[config.mk]
export PLATFORM = sky130hd
export DESIGN_NAME = seg_display_ctrl
export DESIGN_NICKNAME = d
export VERILOG_FILES = /design/src/rtl/seg_display_ctrl.sv
export SDC_FILE = /design/constraint.sdc
export NUM_CORES = 1
export LEC_CHECK = 0
export CORE_MARGIN = 5
export CORE_UTILIZATION = 50
export DETAILED_ROUTE_END_ITERATION = 10
export HOLD_SLACK_MARGIN = 0.02
export PLACE_DENSITY = 0.74
export REMOVE_ABC_BUFFERS = 1
export SYNTH_ARGS = -nofsm -noshare
export SYNTH_HDL_FRONTEND = slang
export SYNTH_SLANG_ARGS = --single-unit
export TNS_END_PERCENT = 30
[constraint.sdc]
create_clock -name clock -period 17.5 [get_ports clock]
set_clock_uncertainty 0.1 [all_clocks]
set_input_delay 3.5 -clock clock [delete_from_list [all_inputs] [get_ports clock]]
set_output_delay 3.5 -clock clock [all_outputs]
set_load 0.01 [all_outputs]
[src/rtl/seg_display_ctrl.sv]
// Seven-segment display controller: hex or decimal (shift-add-3) display, blink, optional
// leading-zero blanking when SEG_LZB_EN is defined.
//
// state | meaning
// IDLE  | display stable, writes accepted
// CONV  | binary-to-BCD conversion running, writes ignored
module seg_display_ctrl #(
    parameter int NUM_DIGITS = 8,
    parameter int BLINK_DIV  = 25000000,
    parameter int ACTIVE_LOW = 1
) (
    input  logic                    clock,
    input  logic                    reset,
    input  logic                    wr_en,
    input  logic [31:0]             wr_data,
    input  logic                    dec_mode,
    input  logic                    blink_en,
    output logic                    busy,
    output logic [7*NUM_DIGITS-1:0] seg,
    output logic [31:0]             disp_value,
    output logic [7:0]              leds
);

    localparam int DW = 4 * NUM_DIGITS;
    localparam int BW = $clog2(BLINK_DIV);

    typedef enum logic {IDLE, CONV} state_t;

    function automatic logic [6:0] decode_digit(input logic [3:0] d);
        logic [6:0] p;
        case (d)
            4'h0: p = 7'h3F;
            4'h1: p = 7'h06;
            4'h2: p = 7'h5B;
            4'h3: p = 7'h4F;
            4'h4: p = 7'h66;
            4'h5: p = 7'h6D;
            4'h6: p = 7'h7D;
            4'h7: p = 7'h07;
            4'h8: p = 7'h7F;
            4'h9: p = 7'h6F;
            4'hA: p = 7'h77;
            4'hB: p = 7'h7C;
            4'hC: p = 7'h39;
            4'hD: p = 7'h5E;
            4'hE: p = 7'h79;
            default: p = 7'h71;
        endcase
        return p;
    endfunction

    // Pattern shown for a value of zero, used as the seg reset value.
    function automatic logic [7*NUM_DIGITS-1:0] zero_seg();
        logic [7*NUM_DIGITS-1:0] r;
        logic [6:0] p;
        r = '0;
        for (int i = 0; i < NUM_DIGITS; i++) begin
            p = 7'h3F;
`ifdef SEG_LZB_EN
            if (i != 0) p = 7'h00;
`endif
            if (ACTIVE_LOW != 0) p = ~p;
            r[7*i +: 7] = p;
        end
        return r;
    endfunction

    localparam logic [7*NUM_DIGITS-1:0] SEG_RESET = zero_seg();

    state_t                    state_q, state_d;
    logic                      load_conv, commit_hex, commit_dec;
    logic [31:0]               conv_value;
    logic [31:0]               shift_q;
    logic [39:0]               bcd_q, bcd_adj, bcd_step;
    logic [4:0]                iter_cnt;
    logic [DW-1:0]             digit_q;
    logic [BW-1:0]             blink_cnt;
    logic                      phase_q;
    logic [NUM_DIGITS-1:0]     lz_blank;
    logic [7*NUM_DIGITS-1:0]   seg_d;
    logic [6:0]                pat;

    assign busy = (state_q == CONV);
    assign leds = disp_value[7:0];

    always_ff @(posedge clock or posedge reset) begin
        if (reset) state_q <= IDLE;
        else       state_q <= state_d;
    end

    always_comb begin
        state_d    = state_q;
        load_conv  = 1'b0;
        commit_hex = 1'b0;
        commit_dec = 1'b0;
        case (state_q)
            IDLE: begin
                if (wr_en) begin
                    if (dec_mode) begin
                        load_conv = 1'b1;
                        state_d   = CONV;
                    end else begin
                        commit_hex = 1'b1;
                    end
                end
            end
            CONV: begin
                if (iter_cnt == 5'd0) begin
                    commit_dec = 1'b1;
                    state_d    = IDLE;
                end
            end
            default: state_d = IDLE;
        endcase
    end

    // One shift-add-3 iteration: adjust every BCD digit >= 5, then shift in the next binary bit.
    always_comb begin
        bcd_adj = bcd_q;
        for (int i = 0; i < 10; i++) begin
            if (bcd_q[4*i +: 4] >= 4'd5) bcd_adj[4*i +: 4] = bcd_q[4*i +: 4] + 4'd3;
        end
        bcd_step = (bcd_adj << 1) | {39'd0, shift_q[31]};
    end

    always_ff @(posedge clock or posedge reset) begin
        if (reset) begin
            conv_value <= '0;
            shift_q    <= '0;
            bcd_q      <= '0;
            iter_cnt   <= '0;
            digit_q    <= '0;
            disp_value <= '0;
        end else begin
            if (load_conv) begin
                conv_value <= wr_data;
                shift_q    <= wr_data;
                bcd_q      <= '0;
                iter_cnt   <= 5'd31;
            end else if (state_q == CONV) begin
                shift_q <= shift_q << 1;
                bcd_q   <= bcd_step;
                if (iter_cnt != 5'd0) iter_cnt <= iter_cnt - 5'd1;
            end
            if (commit_hex) begin
                disp_value <= wr_data;
                digit_q    <= wr_data[DW-1:0];
            end else if (commit_dec) begin
                disp_value <= conv_value;
                digit_q    <= bcd_step[DW-1:0];
            end
        end
    end

    always_ff @(posedge clock or posedge reset) begin
        if (reset) begin
            blink_cnt <= '0;
            phase_q   <= 1'b0;
        end else if (blink_cnt == BW'(BLINK_DIV - 1)) begin
            blink_cnt <= '0;
            phase_q   <= ~phase_q;
        end else begin
            blink_cnt <= blink_cnt + 1'b1;
        end
    end

`ifdef SEG_LZB_EN
    logic above_zero;
    always_comb begin
        lz_blank   = '0;
        above_zero = 1'b1;
        for (int i = NUM_DIGITS - 1; i > 0; i--) begin
            above_zero  = above_zero && (digit_q[4*i +: 4] == 4'd0);
            lz_blank[i] = above_zero;
        end
    end
`else
    assign lz_blank = '0;
`endif

    always_comb begin
        seg_d = '0;
        pat   = '0;
        for (int i = 0; i < NUM_DIGITS; i++) begin
            pat = decode_digit(digit_q[4*i +: 4]);
            if ((blink_en && phase_q) || lz_blank[i]) pat = 7'h00;
            if (ACTIVE_LOW != 0) pat = ~pat;
            seg_d[7*i +: 7] = pat;
        end
    end

    always_ff @(posedge clock or posedge reset) begin
        if (reset) seg <= SEG_RESET;
        else       seg <= seg_d;
    end

endmodule

# Yosys cells after proc, flatten, opt, wreduce, memory -nomap -nowiden
# Memories as Yosys holds them, arrays and structs flattened.
# Index checks and enable logic that the tools add are counted.
classes:
  add_sub_neg: 12
  n_lt_le_gt_ge: 10
  n_eq_ne: 1
  muxes: 40
  n_bitwise: 11
  reduce_logical: 7
ops:
  columns: ["operator", "n"]
  rows:
  - ["$mux 32", 6]
  - ["$mux 40", 2]
  - ["$mux 7", 8]
  - ["$not 7->7", 8]
  - ["$ge 4x3->1 const B", 10]
  - ["$or 40x1->40", 1]
  - ["$add 4x2->4 const B", 9]
  - ["$mux 4", 9]
  - ["$add 25x1->25 const B", 1]
  - ["$eq 25x25->1 const B", 1]
  - ["$mux 25", 1]
  - ["$mux 5", 3]
  - ["$mux 1", 9]
  - ["$reduce_bool 2->1", 3]
  - ["$logic_not 5->1", 1]
  - ["$reduce_bool 5->1", 1]
  - ["$sub 5x1->5 const B", 1]
  - ["$add 3x2->3 const B", 1]
  - ["$mux 3", 1]
  - ["$not 1->1", 2]
  - ["$pmux 1 s2", 1]
  - ["$reduce_and 2->1", 1]
  - ["$logic_and 1x1->1", 1]
totals:
  ff_bits: 256
  romBits: 896
  input_bits: 37
  out_inout_bits: 97
  elab_cells: 99
  mem_count: 8
memory_table:
  columns: ["memory", "depth", "width", "read_ports", "rd_ports_with_merged_regs", "write_ports", "line", "source"]
  rows:
  - ["(no name shown)", 16, 7, 1, 0, 0, "31", "case (d)"]
  - ["(no name shown)", 16, 7, 1, 0, 0, "31", null]
  - ["(no name shown)", 16, 7, 1, 0, 0, "31", null]
  - ["(no name shown)", 16, 7, 1, 0, 0, "31", null]
  - ["(no name shown)", 16, 7, 1, 0, 0, "31", null]
  - ["(no name shown)", 16, 7, 1, 0, 0, "31", null]
  - ["+2 memories", null, null, null, null, null, null, null]

# Longest topological paths before layout
# Gate-level depths: netlist of the first run.
logic_depth:
  depth_word: 5
  mapped_depth: 8
  mapped_depth_nobuf: 6

# Worst setup path after synthesis of the first run
# OpenSTA, ideal clock, no wires.
synth_timing:
  path_type: "input-to-reg"
  start: "input port dec_mode"
  end: "register digit_q[0]"
  setup_time_ns: 0.126
  arrival_ns: 4.542
  required_time_ns: 17.274
  setup_slack_ns: 12.732
  path_stages: 4
  n_path_buf: 1
  cell_sequence: "nor3b_1 a21oi_1 clkbuf_1 a221o_1"
synth_between:
  elab_chain_len: 4
  word_cells_on_any_way: 5
  cone_classes: "mux: 4; reduce/logical: 1"
synth_lines:
  columns: ["item", "line", "source"]
  rows:
  - ["start, declared", "16", "input logic dec_mode,"]
  - ["$mux 1 *", "99", "if (dec_mode) begin"]
  - ["$mux 1 *", "98", "if (wr_en) begin"]
  - ["$mux 1 *", "96", "case (state_q)"]
  - ["$mux 32 or $reduce_bool 2->1 (tied branches)", null, null]
  - ["end signal, assigned", "147", "digit_q <= wr_data[DW-1:0];"]
  - ["end signal, assigned", "150", "digit_q <= bcd_step[DW-1:0];"]
  - ["end, declared", "76", "logic [DW-1:0] digit_q;"]
# Mark *: on every way between the ends. The rest lies on a longest branch, timed or not.
# A chain may end at the register's enable or synchronous reset.

# Final worst setup path of the first run
layout_timing:
  start: "input port wr_en"
  end: "register digit_q[16]"
layout_between:
  elab_chain_len: 3
  word_cells_on_any_way: 4
  cone_classes: "mux: 3; reduce/logical: 1"
layout_lines:
  columns: ["item", "line", "source"]
  rows:
  - ["start, declared", "14", "input logic wr_en,"]
  - ["$mux 1 *", "98", null]
  - ["$mux 1 *", "96", null]
  - ["$mux 32 or $reduce_bool 2->1 (tied branches)", null, null]
# Marks and branches as above.

==> impl_metrics.yaml, run 1 <==
outcome:
  status: "complete, no violations"
min_path:
  hp-class: "reg -> reg"
timing:
  finalHoldViolations: 0
  setup_tns_ns: 0
  fmax_ghz: 0.180
  final-max-slew-violation-count: 0
  finalSetupViolCount: 0
  fin_crit_ns: 5.55
  maxSlewHeadroom_pct: 27.8
  tightest_slew_ns: 1.08
  rsz0062_at_grt: "no"
  timing.final.crit_share_pct: 31.7
die:
  die_y_um: 166
  dieWidth_um: 166
  start_util_pct: 50.4
  core_mm2: 0.0242
  die-area_mm2: 0.0276
  ioPinCount: 134
  num_rows: 57
cells_and_area:
  fin_util_pct: 60.0
  layout-drive-gt1-share_pct: 5.97
  area.growth.synth_to_final_pct: 19.1
  diodes: 0
  nets: 1411
yosys:
  post-synth-top-count-cell: "dfrtp_1"
  synth_commonest_cells: "dfrtp_1 (240), nand2_1 (226), o21ai_0 (98)"
  async_reset_ff_share_pct: 100
  synth_area_per_cell_um2: 10.1
  synth_ff_type: "dfrtp_1"
  ys_top_cells_by_area: "dfrtp_1 (49%), nand2_1 (7.0%), ha_1 (6.8%)"
  yosys.area.top_type: "dfrtp_1"
  ys.warnings.count: 0
  ys_seq_area_share_pct: 51.0
  postSynthCellCount: 1211
  synth_top_area_share_pct: 49.3
  syn_area_mm2: 0.0122
  synth_edf_count: 0
  ys_ff_latch: 248
  ys_types: 47
critical_path:
  cpMostUsedCell: "buf_4"
  crit_buf_inv: 3
  r2r_slack_ns: 14.47
  endpoint: "digit_q[16]"
  crit_type: "in -> reg"
  cp_num_cells: 7
  cp_data_arrival_time_ns: 5.89
  critPathLaunchType: "input port"
  r2r-end: "conv_value[20]"
  cpPeakStageDelay_ns: 0.55
  r2r_cells: 5
  cpMaxStageDelayCell: "a21oi_4"
  critPathTopFamily: "buffers and inverters"
  cp.required_ns: 17.83
  worstSetupEndpointType: "flip-flop"
  crit_start: "wr_en"
  rr_startpoint: "busy"
  crit_path_max_fanout: 43
  path_cells: "clkdlybuf4s50_1 > nor3b_2 > buf_4 > a21oi_4 > buf_4 > nand2_1 > o211ai_1"
placed_design:
  port-buffer-count: 133
  place_hpwl_um: 18300
  gp_congestion: 0.848
power:
  switching_power_mw: 0.939
  p_leak_nw: 6.56
  ir_worst_vdd_uv: 164
  pwr-share-clk_pct: 20.2
  p_int_mw: 1.63
  power_density_mw_per_mm2: 177
  p_comb_share_pct: 40.5
  netSwitchingFraction_pct: 36.6
  p_seq_share_pct: 39.4
  total_power_mw: 2.57
grt:
  grt_pass1_vias: 9247
  grt_max_degree: 123
  antenna_found_initial: 0
  grt_overflow: 0
  grt_pass1_wl_um: 47300
  grtUsageTotal_pct: 20.1
routing:
  post_drt_via_cell_ratio: 5.61
  totalWireLength_um: 27900
  dr.first_iter.drc_count: 632
  wl_per_cell_um: 16.9
  remaining_drc_errors: 0
  dr.pass1.iters: 5
  num_vias: 9252
  final_antenna_net_count: 0
cts:
  cts_buffer_depth: 3
  post-cts-setup-buffers: 0
  numCtsBuffers: 27
  cts_resized: 0
  clkSinkCount: 248
  root_buffer: "clkbuf_16"
  cts_tree: "done"
  clk_pin_slew_ns: 0.06
  htree_levels: 1
  clk-insertion-delay-late_ns: 0.52
  cts_hold_buf: 0
run:
  maxCapViolations: 0
layout make-up:
cell class / count / area, um2
multi-input combinational: 837 / 5490
clock buffer: 42 / 772
fill: 2051 / 9680
clock inverter: 3 / 15.0
inverter: 53 / 206
tap: 324 / 405
sequential: 248 / 6220
timing repair buffer: 141 / 1390
power by group through the flow:
stage	Combinational (mW)	Clock, mW	Sequential (mW)
2_1_floorplan	0.608	0	1.03
3_3_place_gp	1.01	0	1.01
3_5_place_dp	1.04	0	1.02
4_1_cts	1.05	0.527	1.01
5_1_grt	1.16	0.556	1.04
6_report	1.04	0.517	1.01
cells in the final DEF (no fill, tap or decap), types with 9 or more instances in the layout:
cell	count
a21oi_1	47
a221o_1	22
and2_1	13
clkbuf_1	11
clkbuf_16	27
clkdlybuf4s50_1	133
dfrtp_1	239
ha_1	66
inv_1	51
mux2i_1	55
nand2_1	224
nand2b_1	24
nand3_1	67
nor2_1	29
nor2b_1	9
nor3b_1	15
o211ai_1	47
o21ai_0	98
xnor2_1	16
xor2_1	9
per-layer routing:
layer  vias up  wire, um  track usage [%]
met2       215     13600             33.7
met4         0       666             4.70
met3        50      1140             2.55
met5         -         0                0
met1      4578     12400             28.2
li1       4409         -                -
worst min-delay path by stage:
stage | to | slack (ns) | startpoint | cells after the start
after floorplan | conv_value[12] | 0.35 | conv_value[12] | 2
after global placement | conv_value[8] | 0.36 | conv_value[8] | 2
after detailed placement | shift_q[1] | 0.36 | shift_q[0] | 2
after CTS | conv_value[28] | 0.38 | conv_value[28] | 2
after global routing | conv_value[26] | 0.40 | conv_value[26] | 2
final | conv_value[28] | 0.37 | conv_value[28] | 2
stage by stage:
step | cells | hold WS (ns) | setup slack, ns | area [um2]
after global placement | 1603 | 0.357 | 11.50 | 13700
after detailed placement | 1603 | 0.362 | 11.43 | 13700
after CTS | 1648 | 0.376 | 11.95 | 14500
after floorplan | 1138 | 0.346 | 7.10 | 11900
final | 1648 | 0.375 | 11.95 | 14500
after global routing | 1648 | 0.399 | 11.70 | 14500
worst min-delay path, cell delays in order (launching register included):
cell     delay (ns)
dfrtp_1        0.34
nand2_1        0.05
nand2_1        0.05
kinds of logic after synthesis:
logic type	after synthesis	share of synthesized area, %
buffers and inverters	126	4.16
muxes	71	6.74
adders and majority gates	66	6.78
xor gates and xnor gates	25	1.80
DFF	248	51.0
AOI/OAI and AO/OA	256	13.4
and+or+nand+nor	419	16.1
flip-flops by register name, summed over array words and instances (netlist names):
signal      cells
disp_value     32
digit_q        32
bcd_q          32
busy            1
shift_q        32
conv_value     32
seg            56
phase_q         1
blink_cnt      25
iter_cnt        5
No activity file was read; power rests on OpenSTA's default activity.
==> run 2, diff against run 1 <==
==> constraint.sdc (replaced) <==
create_clock -name clock -period 5.7 [get_ports clock]
set_clock_uncertainty 0.1 [all_clocks]
set_input_delay 1.14 -clock clock [delete_from_list [all_inputs] [get_ports clock]]
set_output_delay 1.14 -clock clock [all_outputs]
set_load 0.01 [all_outputs]
==> impl_metrics.yaml, run 2 (synthesized netlist as in run 1, its figures left out) <==
critical_path:
  crit_path_max_fanout: 39
  worstSetupEndpointType: "output port"
  cpPeakStageDelay_ns: 0.71
  crit_buf_inv: 2
  cp.required_ns: 4.46
  cp_data_arrival_time_ns: 2.32
  cpMaxStageDelayCell: "dfrtp_2"
  crit_type: "reg -> out"
  critPathTopFamily: "buffers and inverters"
  critPathLaunchType: "flip-flop"
  path_cells: "buf_4 > clkdlybuf4s50_1"
placed_design:
  port-buffer-count: 133
  gp_congestion: 0.831
  placed_area_mm2: 0.0137
  post-place-ws_ns: 1.96
  place_hpwl_um: 18500
timing:
  finalSetupViolCount: 0
  fin_ws_ns: 2.14
  final-max-slew-violation-count: 0
  finalHoldViolations: 0
  maxSlewHeadroom_pct: 30.9
  tightest_slew_ns: 1.03
  fin_crit_ns: 3.56
  rsz0062_at_grt: "no"
  timing.final.crit_share_pct: 62.4
  fmax_ghz: 0.281
routing:
  totalWireLength_um: 28400
  wl_per_cell_um: 17.2
  num_vias: 9211
  dr.first_iter.drc_count: 566
  post_drt_via_cell_ratio: 5.56
  final_antenna_net_count: 0
  remaining_drc_errors: 0
  dr.pass1.iters: 6
cts:
  cts_hold_buf: 0
  numCtsBuffers: 28
  cts_tree: "done"
  clk-insertion-delay-late_ns: 0.53
  htree_levels: 1
  clkSinkCount: 248
  clk_pin_slew_ns: 0.06
  post-cts-setup-buffers: 0
  cts_resized: 0
  cts_buffer_depth: 3
  root_buffer: "clkbuf_16"
grt:
  grt_max_degree: 138
  antenna_found_initial: 1
  grt_pass1_vias: 9469
  grtUsageTotal_pct: 20.5
  busiest_layer: "met2"
  grt_overflow: 0
  use_met3_pct: 3.12
  grt_pass1_wl_um: 47900
  met1_usage_pct: 27.3
  met2_usage_pct: 34.9
power:
  ir_worst_vdd_uv: 335
  power_density_mw_per_mm2: 561
  p_leak_nw: 6.69
cells_and_area:
  final_area_mm2: 0.0148
  layout_common_cells: "dfrtp_1 (239), nand2_1 (224), clkdlybuf4s50_1 (133), o21ai_0 (98), nand3_1 (67)"
  fin_util_pct: 61.0
  diodes: 0
  nets: 1413
  largest_register_ffs: 56
  layout-drive-gt1-share_pct: 7.13
  regMostFlops: "seg"
  final_common_cell: "dfrtp_1"
  area.growth.synth_to_final_pct: 21.2
die:
  ioPinCount: 134
  dieWidth_um: 166
  die_y_um: 166
  die-area_mm2: 0.0276
  num_rows: 57
  core_mm2: 0.0242
  start_util_pct: 50.4
min_path:
  hp-class: "reg -> reg"
outcome:
  status: "complete, no violations"
run:
  maxCapViolations: 0
==> run 2: changes by cell type in the layout (fill, tap and decap cells not counted), sizes merged <==
cell | before | now
clkinv | 3 | 7
buf | 8 | 9
clkbuf | 42 | 35
bufinv | 0 | 6
clkinvlp | 0 | 4
==> run 2: layout make-up <==
| class | instances | area [um2] |
|---|---|---|
| fillers | 1999 | 9420 |
| flip-flops and latches | 248 | 6220 |
| multi-input cells | 837 | 5500 |
| repair buffers | 142 | 1400 |
| clock buffers | 35 | 778 |
| well taps | 324 | 405 |
| clock inverters | 17 | 249 |
| inverters | 53 | 206 |
==> run 2: report_power, final <==
group	switching [mW]	total, mW	internal (mW)
Sequential	0.640	3.13	2.48
Combinational	1.59	3.17	1.59
Clock	0.737	1.98	1.24
Total	2.96	8.27	5.31
==> run 2: final timing paths <==
path | to | cells past startpoint | from | slack, ns
min in group asynchronous | seg[52] | 2 | reset | 1.11
worst min-delay path | conv_value[9] | 2 | conv_value[9] | 0.37
worst max register to register | iter_cnt[4] | 4 | busy | 2.45
worst min register to register | conv_value[9] | 2 | conv_value[9] | 0.37
max in group asynchronous | seg[27] | 3 | reset | 3.29
worst max-delay path | busy | 2 | busy | 2.14
==> run 2: per-layer routing <==
metal	vias up	routed length (um)
met5	-	11
met4	2	710
met3	47	1230
met2	214	13800
met1	4528	12700
li1	4420	-
==> run 2: worst reg2reg max path, delay by kind of cell (launching register included) <==
kind / cells / cell delay [ns]
DFF: 1 / 0.60
AOI/OAI and AO/OA: 1 / 0.41
and+or+nand+nor: 1 / 0.89
buffers and inverters: 2 / 1.15
==> run 2: through the flow <==
| step | setup TNS (ns) | hold slack (ns) | power (mW) | cells |
|---|---|---|---|---|
| after floorplan | -566.29 | 0.346 | 5.02 | 1138 |
| after global placement | 0 | 0.356 | 6.19 | 1604 |
| after detailed placement | 0 | 0.363 | 6.32 | 1604 |
| after CTS | 0 | 0.378 | 8.33 | 1656 |
| after global routing | 0 | 0.400 | 8.87 | 1656 |
| final | 0 | 0.374 | 8.27 | 1656 |
==> run 3, diff against run 2 <==
==> constraint.sdc (replaced) <==
create_clock -name clock -period 3.7 [get_ports clock]
set_clock_uncertainty 0.1 [all_clocks]
set_input_delay 0.74 -clock clock [delete_from_list [all_inputs] [get_ports clock]]
set_output_delay 0.74 -clock clock [all_outputs]
set_load 0.01 [all_outputs]
==> impl_metrics.yaml, run 3 (synthesized netlist as in run 1, its figures left out) <==
outcome:
  status: "complete, no violations"
cells_and_area:
  seq_area_mm2: 0.00622
  regMostFlops: "seg"
  fin_util_pct: 61.2
  nets: 1421
  largest_register_ffs: 56
  layout_common_cells: "dfrtp_1 (239), nand2_1 (224), clkdlybuf4s50_1 (133), o21ai_0 (98), nand3_1 (67)"
  layout-drive-gt1-share_pct: 7.32
  stdcell_count: 1663
  final_area_mm2: 0.0148
  final_common_cell: "dfrtp_1"
  diodes: 0
  area.growth.synth_to_final_pct: 21.5
  multiInputGateArea_mm2: 0.00550
  fillCellCount: 1988
cts:
  root_buffer: "clkbuf_16"
  cts_hold_buf: 0
  clk_pin_slew_ns: 0.06
  post-cts-setup-buffers: 0
  cts_resized: 0
  numCtsBuffers: 28
  cts_buffer_depth: 3
  htree_levels: 1
  clk-insertion-delay-late_ns: 0.53
  clkSinkCount: 248
  cts_tree: "done"
die:
  dieWidth_um: 166
  ioPinCount: 134
  die-area_mm2: 0.0276
  core_mm2: 0.0242
  num_rows: 57
  die_y_um: 166
  start_util_pct: 50.4
grt:
  grt_overflow: 0
  antenna_found_initial: 0
  grt_max_degree: 94
  grt_pass1_wl_um: 48800
  grtUsageTotal_pct: 20.9
  grt_pass1_vias: 9501
timing:
  setup_tns_ns: 0
  finalSetupViolCount: 0
  timing.final.crit_share_pct: 72.5
  fmax_ghz: 0.373
  fin_ws_ns: 1.02
  fin_crit_ns: 2.68
  final-max-slew-violation-count: 0
  maxSlewHeadroom_pct: 36.2
  holdWs_ns: 0.369
  finalHoldViolations: 0
  tightest_slew_ns: 0.951
  rsz0062_at_grt: "no"
critical_path:
  crit_type: "reg -> out"
  cpPeakStageDelay_ns: 0.67
  cp.required_ns: 2.86
  cpMaxStageDelayCell: "dfrtp_2"
  r2r_slack_ns: 1.28
  critPathTopFamily: "flip-flops"
  cp_data_arrival_time_ns: 1.84
  crit_path_max_fanout: 28
  critPathLaunchType: "flip-flop"
  worstSetupEndpointType: "output port"
  crit_buf_inv: 1
  path_cells: "clkdlybuf4s50_1"
routing:
  dr.pass1.iters: 4
  final_antenna_net_count: 0
  totalWireLength_um: 28900
  wl_per_cell_um: 17.4
  remaining_drc_errors: 0
  dr.first_iter.drc_count: 566
  post_drt_via_cell_ratio: 5.62
  num_vias: 9338
power:
  ir_worst_vdd_uv: 492
  total_power_mw: 12.6
  power_density_mw_per_mm2: 851
  p_leak_nw: 6.72
placed_design:
  gp_congestion: 0.843
  place_hpwl_um: 19100
  placedCellCount: 1612
  post-place-ws_ns: 0.891
  port-buffer-count: 133
  placed_area_mm2: 0.0139
run:
  maxCapViolations: 0
min_path:
  hp-class: "reg -> reg"
==> run 3: cell count changes in the layout (fill, tap and decap cells not counted) <==
| cell | change |
|---|---|
| bufinv_16 | -3 |
| clkbuf_1 | +4 |
| clkbuf_8 | +1 |
| buf_12 | +5 |
| buf_4 | +3 |
| clkinvlp_4 | -3 |
==> run 3: routing by layer <==
metal	routed length [um]	track usage (%)	share of wire, %	up-vias
met5	0	0	0	-
met4	850	6.53	2.9	0
met3	1340	3.33	4.6	57
met2	14200	35.4	49	241
met1	12500	27.9	43	4605
li1	-	-	-	4435
==> run 3: path summary, 6_finish.rpt <==
path / from / cells after the start / to
hold reg to reg: disp_value[23] / 2 / disp_value[23]
max in group asynchronous: reset / 3 / seg[6]
setup reg to reg: busy / 4 / conv_value[6]
hold / removal: disp_value[23] / 2 / disp_value[23]
min in group asynchronous: reset / 2 / seg[52]
setup / recovery: busy / 1 / busy
==> run 3: cell type report <==
class / instances / share of cell area [%]
multi-input cells: 837 / 37.2
flip-flops and latches: 248 / 42.0
well taps: 324 / 2.74
clock buffers: 40 / 5.45
inverters: 53 / 1.40
repair buffers: 150 / 10.3
clock inverters: 11 / 0.922
==> run 3: power breakdown <==
group	switching (mW)	total [mW]	internal [mW]
registers	0.994	4.82	3.83
logic	2.48	4.95	2.47
clock network	1.10	2.82	1.72
==> run 3: tightest hold or removal path: stages (launching register included) <==
cell     delay, ns
dfrtp_1       0.34
nand2_1       0.05
nand2_1       0.05
